[config.mk]
export PLATFORM = sky130hd
export DESIGN_NAME = fabric_cfg_loader_flat
export DESIGN_NICKNAME = d
export VERILOG_FILES = /design/src/rtl/cfg_loader_pkg.sv /design/src/rtl/fabric_cfg_loader_if.sv /design/src/rtl/cfg_word_fifo.sv /design/src/rtl/fabric_cfg_loader.sv /design/src/flat_wrapper.sv
export SDC_FILE = /design/constraint.sdc
export NUM_CORES = 1
export LEC_CHECK = 0
export ABC_AREA = 1
export ABC_CLOCK_PERIOD_IN_PS = 4000
export CAP_MARGIN = 0
export CORE_UTILIZATION = 40
export CTS_BUF_LIST = sky130_fd_sc_hd__clkbuf_8
export DETAILED_ROUTE_END_ITERATION = 16
export GPL_ROUTABILITY_DRIVEN = 1
export SYNTH_ARGS = -nofsm -noshare
export SYNTH_HDL_FRONTEND = slang
export SYNTH_HIERARCHICAL = 1
export SYNTH_SLANG_ARGS = --single-unit
[constraint.sdc]
create_clock -name clk -period 4 [get_ports clk]
set_input_delay 0.8 -clock clk [delete_from_list [all_inputs] [get_ports clk]]
set_output_delay 0.8 -clock clk [all_outputs]
set_load 0.05 [all_outputs]
[src/rtl/cfg_loader_pkg.sv]
// cfg_loader_pkg: shared constants, defaults and FSM state type for the config loader
package cfg_loader_pkg;
  localparam int WORD_W = 32;
  localparam int DEF_CLK_DIV = 2;
  localparam int DEF_PRST_CYCLES = 4;
  localparam int DEF_CNT_W = 20;
  localparam int DEF_FIFO_DEPTH = 4;
  typedef enum logic [2:0] {IDLE, PRST, SHIFT_LO, SHIFT_HI, DONE} state_t;
endpackage

[src/rtl/fabric_cfg_loader_if.sv]
// fabric_cfg_loader_if: CPU bitstream word write channel
interface fabric_cfg_loader_if;
  import cfg_loader_pkg::*;
  logic wr_valid;
  logic [WORD_W-1:0] wr_data;
  logic wr_ready;
  modport master(output wr_valid, wr_data, input wr_ready);
  modport slave(input wr_valid, wr_data, output wr_ready);
endinterface

[src/rtl/cfg_word_fifo.sv]
// cfg_word_fifo: first-word-fall-through word buffer with flush and registered flags
module cfg_word_fifo
  import cfg_loader_pkg::*;
#(
  parameter int DEPTH = DEF_FIFO_DEPTH
) (
  input  logic              clk,
  input  logic              rst,
  input  logic              flush,
  input  logic              push,
  input  logic              pop,
  input  logic [WORD_W-1:0] wdata,
  output logic [WORD_W-1:0] rdata,
  output logic              full,
  output logic              empty
);
  localparam int AW = $clog2(DEPTH);
  logic [WORD_W-1:0] mem [DEPTH];
  logic [AW-1:0] wp, rp;
  logic [AW:0] cnt, cnt_nxt;
  logic do_push, do_pop;
  always_comb begin
    do_push = push && !full && !flush;
    do_pop = pop && !empty && !flush;
    cnt_nxt = flush ? '0 : cnt + (AW+1)'(do_push) - (AW+1)'(do_pop);
  end
  assign rdata = mem[rp];
  always_ff @(posedge clk)
    if (do_push) mem[wp] <= wdata;
  // flags come from the next count so they are registered, not decoded
  always_ff @(posedge clk) begin
    if (rst) begin
      wp <= '0;
      rp <= '0;
      cnt <= '0;
      full <= 1'b0;
      empty <= 1'b1;
    end else begin
      wp <= flush ? '0 : wp + AW'(do_push);
      rp <= flush ? '0 : rp + AW'(do_pop);
      cnt <= cnt_nxt;
      full <= cnt_nxt == (AW+1)'(DEPTH);
      empty <= cnt_nxt == '0;
    end
  end
endmodule

[src/rtl/fabric_cfg_loader.sv]
// fabric_cfg_loader: shifts a buffered bitstream into a fabric config chain with a generated prog_clk
module fabric_cfg_loader
  import cfg_loader_pkg::*;
#(
  parameter int CLK_DIV = DEF_CLK_DIV,
  parameter int PRST_CYCLES = DEF_PRST_CYCLES,
  parameter int CNT_W = DEF_CNT_W,
  parameter int FIFO_DEPTH = DEF_FIFO_DEPTH
) (
  input  logic              clk,
  input  logic              rst,
  input  logic              start,
  input  logic [CNT_W-1:0]  bit_count,
  input  logic              abort,
  fabric_cfg_loader_if.slave wr,
  output logic              ccff_head,
  input  logic              ccff_tail,
  output logic              prog_clk,
  output logic              prog_reset,
  output logic              busy,
  output logic              bitstream_complt,
  output logic              op_clk_en,
  output logic [CNT_W-1:0]  bits_done,
  output logic [WORD_W-1:0] tail_shadow
);
  localparam int PW = $clog2(PRST_CYCLES + 1);
  state_t state;
  logic [7:0] phase;
  logic [PW-1:0] prst_cnt;
  logic [CNT_W-1:0] bit_target;
  logic [WORD_W-1:0] shift_reg, fifo_data;
  logic [4:0] word_bit;
  logic need_word, fifo_full, fifo_empty;
  logic pop, flush, prst_last, hi_last, finish, word_end, zero_start;
  cfg_word_fifo #(.DEPTH(FIFO_DEPTH)) u_fifo (
    .clk(clk),
    .rst(rst),
    .flush(flush),
    .push(wr.wr_valid),
    .pop(pop),
    .wdata(wr.wr_data),
    .rdata(fifo_data),
    .full(fifo_full),
    .empty(fifo_empty)
  );
  assign wr.wr_ready = !fifo_full;
  assign op_clk_en = bitstream_complt;
  // a word is popped on the edge that enters SHIFT_LO, or later while stalled there
  always_comb begin
    prst_last = state == PRST && prst_cnt == PW'(PRST_CYCLES - 1);
    hi_last = state == SHIFT_HI && phase == 8'(CLK_DIV - 1);
    finish = hi_last && bits_done == bit_target;
    word_end = word_bit == 5'(WORD_W - 1);
    zero_start = start && bit_count == '0 && (state == IDLE || state == DONE);
    pop = !abort && !fifo_empty &&
          (prst_last || (hi_last && !finish && word_end) || (state == SHIFT_LO && need_word));
    flush = abort || finish || zero_start;
  end
  always_ff @(posedge clk) begin
    if (rst) begin
      state <= IDLE;
      phase <= '0;
      prst_cnt <= '0;
      bit_target <= '0;
      bits_done <= '0;
      shift_reg <= '0;
      word_bit <= '0;
      need_word <= 1'b0;
      tail_shadow <= '0;
      prog_clk <= 1'b0;
      prog_reset <= 1'b0;
      ccff_head <= 1'b0;
      busy <= 1'b0;
      bitstream_complt <= 1'b0;
    end else if (abort) begin
      state <= IDLE;
      phase <= '0;
      need_word <= 1'b0;
      prog_clk <= 1'b0;
      prog_reset <= 1'b0;
      ccff_head <= 1'b0;
      busy <= 1'b0;
      bitstream_complt <= 1'b0;
    end else begin
      case (state)
        IDLE, DONE: if (start) begin
          bit_target <= bit_count;
          bits_done <= '0;
          if (bit_count == '0) begin
            state <= DONE;
            bitstream_complt <= 1'b1;
          end else begin
            state <= PRST;
            prst_cnt <= '0;
            prog_reset <= 1'b1;
            busy <= 1'b1;
            tail_shadow <= '0;
            bitstream_complt <= 1'b0;
          end
        end
        PRST: if (prst_last) begin
          state <= SHIFT_LO;
          prog_reset <= 1'b0;
          phase <= '0;
          need_word <= 1'b1;
        end else prst_cnt <= prst_cnt + 1'b1;
        SHIFT_LO: if (!need_word) begin
          if (phase == 8'(CLK_DIV - 1)) begin
            state <= SHIFT_HI;
            phase <= '0;
            prog_clk <= 1'b1;
            tail_shadow <= {tail_shadow[WORD_W-2:0], ccff_tail};
            bits_done <= bits_done + CNT_W'(bits_done != '1);
          end else phase <= phase + 1'b1;
        end
        SHIFT_HI: if (hi_last) begin
          prog_clk <= 1'b0;
          phase <= '0;
          if (finish) begin
            state <= DONE;
            ccff_head <= 1'b0;
            busy <= 1'b0;
            bitstream_complt <= 1'b1;
          end else begin
            state <= SHIFT_LO;
            if (word_end) need_word <= 1'b1;
            else begin
              shift_reg <= shift_reg << 1;
              ccff_head <= shift_reg[WORD_W-2];
              word_bit <= word_bit + 1'b1;
            end
          end
        end else phase <= phase + 1'b1;
        default: state <= IDLE;
      endcase
      if (pop) begin
        shift_reg <= fifo_data;
        ccff_head <= fifo_data[WORD_W-1];
        word_bit <= '0;
        need_word <= 1'b0;
      end
    end
  end
endmodule

[src/flat_wrapper.sv]
// flat-port wrapper written by rule: the top's interface ports become plain ports
module fabric_cfg_loader_flat import cfg_loader_pkg::*;
#(
  parameter int CLK_DIV = DEF_CLK_DIV,
  parameter int PRST_CYCLES = DEF_PRST_CYCLES,
  parameter int CNT_W = DEF_CNT_W,
  parameter int FIFO_DEPTH = DEF_FIFO_DEPTH
)
  (clk, rst, start, bit_count, abort, ccff_head, ccff_tail, prog_clk, prog_reset, busy, bitstream_complt, op_clk_en, bits_done, tail_shadow, wr_wr_valid, wr_wr_data, wr_wr_ready);
  fabric_cfg_loader_if wr_i ();
  input  logic clk;
  input  logic rst;
  input  logic start;
  input  logic [CNT_W-1:0] bit_count;
  input  logic abort;
  output logic ccff_head;
  input  logic ccff_tail;
  output logic prog_clk;
  output logic prog_reset;
  output logic busy;
  output logic bitstream_complt;
  output logic op_clk_en;
  output logic [CNT_W-1:0] bits_done;
  output logic [WORD_W-1:0] tail_shadow;
  input wire logic [$bits(wr_i.wr_valid)-1:0] wr_wr_valid;
  input wire logic [$bits(wr_i.wr_data)-1:0] wr_wr_data;
  output wire logic [$bits(wr_i.wr_ready)-1:0] wr_wr_ready;
  assign wr_i.wr_valid = wr_wr_valid;
  assign wr_i.wr_data = wr_wr_data;
  assign wr_wr_ready = wr_i.wr_ready;
  fabric_cfg_loader #(.CLK_DIV(CLK_DIV), .PRST_CYCLES(PRST_CYCLES), .CNT_W(CNT_W), .FIFO_DEPTH(FIFO_DEPTH)) u_core (.clk(clk), .rst(rst), .start(start), .bit_count(bit_count), .abort(abort), .wr(wr_i), .ccff_head(ccff_head), .ccff_tail(ccff_tail), .prog_clk(prog_clk), .prog_reset(prog_reset), .busy(busy), .bitstream_complt(bitstream_complt), .op_clk_en(op_clk_en), .bits_done(bits_done), .tail_shadow(tail_shadow));
endmodule
==> flow_summary.ini, run 1 <==
[sta]
fin_setup_tns_ns = 0
max-slew-margin-rel_pct = 23.6
grt_setup_unrepaired = false
skew_ns = 0.0339
max_freq_ghz = 0.306
setup_ws_ns = 0.734
finalSetupViolations = 0
hold_viol = 0
tightest_slew_ns = 1.15
finalMaxSlewViolations = 0
min_period_over_period_pct = 81.7
final.min_clock_period_ns = 3.27

[routing]
drc = 0
ant_nets = 0
post_drt_via_cell_ratio = 5.00
drt_iter0_markers = 637
vias = 9656
wirelength_um = 28100
drt-pass1-iter-count = 5
wire_per_inst_um = 14.5

[global_routing]
grt_usage_pct = 18.7
antenna_found_initial = 0
grt_overflow = 0
grt_max_degree = 68
grt_pass1_wl_um = 46000
grt_pass1_vias = 9019

[clocking]
clock_latency_ns = 0.56
hold_buffers = 0
cts_buffer_depth = 3
cts_tree = done
root_buffer = clkbuf_8
post_cts_resized = 0
cts_made_buffers = 44
clkSinkCount = 265
cts-htree-levels = 2
postCtsSetupRepairBufs = 0
cts.clk_slew.worst_paths_ns = 0.06

[place]
placed_area_um2 = 13300
globalplace.congestion = 0.875
dp_slack_ns = 0.206
portBuffers = 116
place_hpwl_um = 17200

[yosys]
syn_nets = 1461
yosys.area.top_type = edfxtp_1
synth_seq_cells = 265
ys_seq_area_share_pct = 55.8
syn_area_um2 = 11800
ys_warn_count = 6
avgSynthCellArea_um2 = 8.48
synth_area_leaders = edfxtp_1 33%, dfxtp_1 23%, nand2_1 9.0%
synthCells = 1392
synthDistinctLibCells = 44
yosys.area.top_type_share_pct = 32.6

[finish]
nNetsFinal = 1583
largest_reg_flops = 128
final_common_cell = nand2_1
final_cell_mix = 284 x nand2_1, 185 x nor2_1, 163 x inv_1
post-route-util_pct = 49.1
final_layout_size_suffix_gt1_share_pct = 7.82
final_area_um2 = 14200
synthToLayoutAreaGrowth_pct = 20.0
insertedDiodeCount = 0

[hold_path]
min_path_type = reg2reg
holdPathStages = 2

[floorplan]
num_io_pins = 117
coreArea_um2 = 28900
num_rows = 62
die_w_um = 174
die_y_um = 174
start_util_pct = 40.9
dieArea_um2 = 30200

[critical_path]
r2r_setup_slack_ns = 0.82
rr_worst_depth = 18
worstPathMaxFanout = 3
cp.arrival_ns = 3.73
required_ns = 4.46
crit_path_start_kind = input port
critPathCaptureType = flip-flop
critPathKind = in2reg

[power_and_ir_drop]
power.total_mw = 5.57
p_leak_nw = 5.73
power_density_nw_per_um2 = 393
ir_drop_mv = 0.272

[run_status]
status = finished, final reports clean

[job]
max-cap-violations = 0
kinds of logic (layout without fill, tap and decap cells):
kind of cell,Yosys count,count (layout),synth area share (%)
AND/OR/NAND/NOR,655,655,23.7
flip-flops,265,265,55.8
AO/OA/AOI/OAI,229,229,10.5
buffers and inverters,223,378,8.09
adder cells (fa/ha/maj),11,11,1.23
XOR/XNOR,9,9,0.668
worst paths after layout:
kind / start / to
worst max register to register: u_core/phase[0]$_SDFFE_PP0P_ / u_core/u_fifo/empty$_SDFF_PP1_
worst max-delay path: bit_count[15] / u_core/u_fifo/empty$_SDFF_PP1_
worst min register to register: u_core/bit_target[6]$_SDFFE_PP0P_ / u_core/bit_target[6]$_SDFFE_PP0P_
worst min-delay path: u_core/bit_target[6]$_SDFFE_PP0P_ / u_core/bit_target[6]$_SDFFE_PP0P_
cell usage after synthesis (all sizes together):
cell type  number
nand3b          2
nor2          191
clkbuf         28
a211oi          3
edfxtp        128
a31oi           1
ha             10
fa              1
o211a           1
nand4          16
a21boi          1
nor3           28
o21a            4
dfxtp         137
or2             4
nor3b           1
o22ai          32
nand2         289
o211ai          4
nor4            4
nand3         119
and3            1
inv           158
xnor2           3
o21ai         100
a21oi          83
buf            37
xor2            6
final cells by class:
cell class	instances	area (um^2)
clock inverter	29	165
tap	384	480
fill	2819	14700
clock buffer	50	688
inverter	158	593
timing repair buffer	141	1370
sequential	265	6590
multi-input combinational	904	4280
critical path: stages:
cell	delay, ns
clkdlybuf4s50_1	0.49
nor4_1	0.32
buf_4	0.17
nand3b_1	0.10
nor2_1	0.15
inv_1	0.07
o211ai_1	0.28
inv_1	0.12
nand2_1	0.12
o21ai_0	0.09
ha_1	0.19
fa_1	0.48
inv_1	0.05
nor2_1	0.13
nor2_1	0.05
nand2_1	0.06
inv_1	0.04
per-layer routing:
metal	global-route usage, %	up-vias	share of wire [%]
li1	-	4861	-
met1	25.1	4502	48
met2	30.7	244	45
met3	3.31	49	5.2
met4	5.48	0	2.0
met5	0	-	0
stage by stage:
stage | hold WS, ns | cells
after floorplan | 0.443 | 1392
after global placement | 0.452 | 1852
after detailed placement | 0.456 | 1852
after CTS | 0.466 | 1931
after global routing | 0.483 | 1931
final | 0.467 | 1931
power breakdown:
group	switching (mW)	total (mW)	internal, mW	leakage, nW
Sequential	0.0216	2.91	2.89	2.27
Clock	1.08	2.29	1.22	0.500
Combinational	0.234	0.366	0.132	2.95
Total	1.33	5.57	4.24	5.73
No activity file was read; power rests on OpenSTA's default activity.
==> inputs of run 2 (changes only) <==
ABC_CLOCK_PERIOD_IN_PS = 3100   (was 4000)
clock period = 3.1 ns   (was 4 ns; I/O delays follow)
==> run 2 against run 1 <==
  * Cell count rose by 1.9%
  * Total power rose by 34%
  * First-iteration DRC count rose by 7.8%
  * Critical endpoint unchanged
  * Largest cell class unchanged
  * Highest routed layer unchanged
==> flow_summary.ini, run 2 (same netlist as run 1, synthesis figures left out) <==
[sta]
final.min_clock_period_ns = 2.86
tightest_slew_ns = 0.684
finalSetupViolations = 0
hold_viol = 0
max_freq_ghz = 0.349
min_period_over_period_pct = 92.3
finalMaxSlewViolations = 0
skew_ns = 0.0315
max-slew-margin-rel_pct = 54.4

[clocking]
clock_latency_ns = 0.58
root_buffer = clkbuf_8
cts-htree-levels = 2
cts_tree = done
clkSinkCount = 265
cts_buffer_depth = 3
cts.clk_slew.worst_paths_ns = 0.06
cts_made_buffers = 46

[critical_path]
r2r_setup_slack_ns = 0.29
crit_path_start_kind = input port
worstPathMaxFanout = 3
critPathKind = in2reg
rr_worst_depth = 20
r2r_end = u_core/u_fifo/empty$_SDFF_PP1_
r2r-start = u_core/phase[1]$_SDFFE_PP0P_
critPathCaptureType = flip-flop
required_ns = 3.57
cp.arrival_ns = 3.34

[global_routing]
grt_max_degree = 68
grt_pass1_vias = 9351
grt_overflow = 0
grt_pass1_wl_um = 47800
grt_usage_pct = 19.3
antenna_found_initial = 0

[finish]
multi_input_area_um2 = 4330
insertedDiodeCount = 0
final_cell_mix = 284 x nand2_1, 182 x nor2_1, 164 x inv_1
regArea_um2 = 6590
synthToLayoutAreaGrowth_pct = 24.1
final_area_um2 = 14600
largest_reg_flops = 128
nNetsFinal = 1616
fillers = 2776
final_layout_size_suffix_gt1_share_pct = 10.4
final_common_cell = nand2_1

[routing]
wirelength_um = 28800
ant_nets = 0
wire_per_inst_um = 14.7
drt-pass1-iter-count = 5
drc = 0
vias = 9731
drt_iter0_markers = 687
post_drt_via_cell_ratio = 4.94

[floorplan]
die_w_um = 174
coreArea_um2 = 28900
num_io_pins = 117
num_rows = 62
start_util_pct = 40.9
die_y_um = 174
dieArea_um2 = 30200

[hold_path]
min_path_type = reg2reg
hold_start = u_core/tail_shadow[31]$_SDFFE_PP0P_
min_to = u_core/tail_shadow[31]$_SDFFE_PP0P_
holdPathStages = 2

[power_and_ir_drop]
p_leak_nw = 5.98
power_density_nw_per_um2 = 508
ir_drop_mv = 0.416
power.total_mw = 7.44

[place]
portBuffers = 116
place_hpwl_um = 18600
placed_area_um2 = 13600
globalplace.congestion = 0.861

[run_status]
status = finished, final reports clean

[job]
max-cap-violations = 0
## run 2: cell count changes in the layout (fill, tap and decap cells not counted), moves of 2 or more
| cell | change |
|---|---|
| buf_12 | +8 |
| buf_4 | +23 |
| clkbuf_8 | +6 |
| clkinv_1 | -3 |
| nor2_1 | -3 |
| nor2_4 | +2 |
| nor3_2 | -4 |
| nor3_4 | +4 |
## run 2: per-stage QoR
step | setup slack (ns) | setup TNS, ns | instances | hold slack, ns | util, %
2_1_floorplan | -0.405 | -51.88 | 1392 | 0.443 | -
3_3_place_gp | -0.412 | -1.26 | 1879 | 0.451 | 47.3
3_5_place_dp | -0.495 | -1.54 | 1879 | 0.456 | 47.3
4_1_cts | 0.0928 | 0 | 1964 | 0.464 | 50.5
5_1_grt | -0.0107 | -0.0107 | 1968 | 0.494 | 50.7
6_report | 0.238 | 0 | 1968 | 0.463 | 50.7
## run 2: how the worst max path moves through the flow
stage,startpoint,end,cells after the start
final,bit_count[16],u_core/u_fifo/empty$_SDFF_PP1_,17
after global routing,bit_count[19],u_core/u_fifo/empty$_SDFF_PP1_,18
after CTS,bit_count[15],u_core/u_fifo/empty$_SDFF_PP1_,17
after detailed placement,bit_count[15],u_core/u_fifo/empty$_SDFF_PP1_,17
after global placement,bit_count[15],u_core/u_fifo/empty$_SDFF_PP1_,17
after floorplan,u_core/bits_done[16]$_SDFFE_PP0P_,u_core/u_fifo/mem[0][0]$_DFFE_PP_,9
## run 2: worst max-delay path: stages
cell and delay [ns]:
clkdlybuf4s50_1 0.45, nor4_2 0.26, buf_4 0.15, nand3b_1 0.10, nor2_2 0.11, inv_1 0.06
o211ai_1 0.23, inv_1 0.11, nand2_1 0.12, o21ai_0 0.11, ha_1 0.21, fa_1 0.48
inv_1 0.06, nor2_2 0.11, nor2_1 0.05, nand2_1 0.06, inv_1 0.04
## run 2: final cells by class
type,count,share of cell area (%)
inverter,158,4.05
tap,384,3.28
clock buffer,56,5.27
sequential,265,45.0
clock inverter,29,1.17
timing repair buffer,172,11.6
multi-input combinational,904,29.6
## run 2: what timing repair did
item,in CTS,in global routing
gates resized for setup,0,9
hold buffers,0,0
endpoints found under the setup margin,0,4
buffers inserted,0,4
## run 2: power breakdown
part	leakage [nW]	internal (mW)	switching, mW
registers	2.27	3.73	0.0299
clock network	0.555	1.74	1.44
logic	3.15	0.191	0.308
total	5.98	5.66	1.78
## run 2: routing by layer
metal  global-route usage [%]  vias up  wire [um]
li1                         -     4926          -
met1                     25.7     4515      13300
met2                     32.1      239      13500
met3                     3.25       51       1410
met4                     6.03        0        612
met5                        0        -          0
==> patch: new RTL, settings of run 2 <==
`DEF_PRST_CYCLES`: 4 -> 16.
--- a/src/rtl/cfg_loader_pkg.sv
+++ b/src/rtl/cfg_loader_pkg.sv
@@ -3,5 +3,5 @@
   localparam int WORD_W = 32;
   localparam int DEF_CLK_DIV = 2;
-  localparam int DEF_PRST_CYCLES = 4;
+  localparam int DEF_PRST_CYCLES = 16;
   localparam int DEF_CNT_W = 20;
   localparam int DEF_FIFO_DEPTH = 4;
Formal check against the unedited RTL: no difference found for any inputs over 4 cycles, from zero or initial values and one cycle with rst high; that may be too few to reach the edited logic, so the function may still have changed.
==> patch against run 2 <==
Sequential cell count grew 2. Area after synthesis shrank 0.49%. Combinational power shrank 3%. Critical path depth grew 2. Wire length grew 0.19%. Register-to-register slack got worse by 0.03 ns. Design area decreased by 0.81%. Setup slack worse by 0.053 ns. Power down 1.7%. Critical endpoint unchanged. Largest power group unchanged.
==> patch: results (changes against run 2) <==
- Crit path max-delay family: simple AND/OR/NAND/NOR gates
- Inst Count DP: 1,834 (-2.4%)
- Final #Nets: 1,568 (-3.0%)
- Post-Route Skew: 0.0423 ns (+0.0108 ns)
- Sequential fraction of the synthesis area: 56.4% (+0.61 points)
- Peak supply drop: 0.341 mV (-18%)
- Routed met2 length: 13,300 um (-2.0%)
- DR iter-0 viols: 781 (+14%)
- Metal-1 WL: 13,200 um (-0.68%)
- GR Util met2: 31.9% (-0.17 points)
- Layout cells sized above 1: 11.1% (+0.72 points)
- Internal: 5.54 mW (-2.1%)
- Synth cell types: 38 (-14%)
- Cell leakage power: 5.53 nW (-7.6%)
- Wirelength per Cell: 15.1 um (+2.7%)
- Measured slew at the worst slew-check pin: 0.660 ns (-0.0245 ns)
- Synth top area cells: edfxtp_1 (33%), dfxtp_1 (24%), nand2_1 (8.3%), nor2_1 (6.6%), nand3_1 (4.0%)
- CTS Buf Count: 47 (+2.2%)
- Global-route wire length before repair: 47,400 um (-0.97%)
- WP data arrival: 3.38 ns (+0.04 ns)
- DP HPWL: 18,700 um (+0.44%)
- Largest net degree at the start of global routing: 69 (+1.5%)
- Hold crit path type: input pin to flip-flop
- Status: complete, no violations
- Vias/cell: 5.09 (+2.9%)
==> patch: final timing paths <==
check,startpoint,endpoint,slack [ns],depth (start not counted)
worst max-delay path,bit_count[18],u_core/u_fifo/empty,0.19,19
worst min-delay path,rst,u_core/bits_done[13],0.36,2
worst max register to register,u_core/bits_done[7],u_core/u_fifo/empty,0.26,22
worst min register to register,u_core/tail_shadow[31],u_core/tail_shadow[31],0.46,2
==> patch: area by class of cell <==
class                           instances  area share [%]
Timing Repair Buffer                  166            11.5
Clock inverter                         32            1.07
Clock buffer                           54            5.12
Tap cell                              384            3.31
Inverter                               96            2.48
Multi-Input combinational cell        921            30.7
Sequential cell                       267            45.8
==> patch: logic make-up after synthesis <==
group,share of synthesized area (%)
adder cells (fa/ha/maj),1.24
AO/OA/AOI/OAI,10.5
buffers and inverters,6.22
AND/OR/NAND/NOR,24.8
flip-flops,56.4
XOR/XNOR,0.821
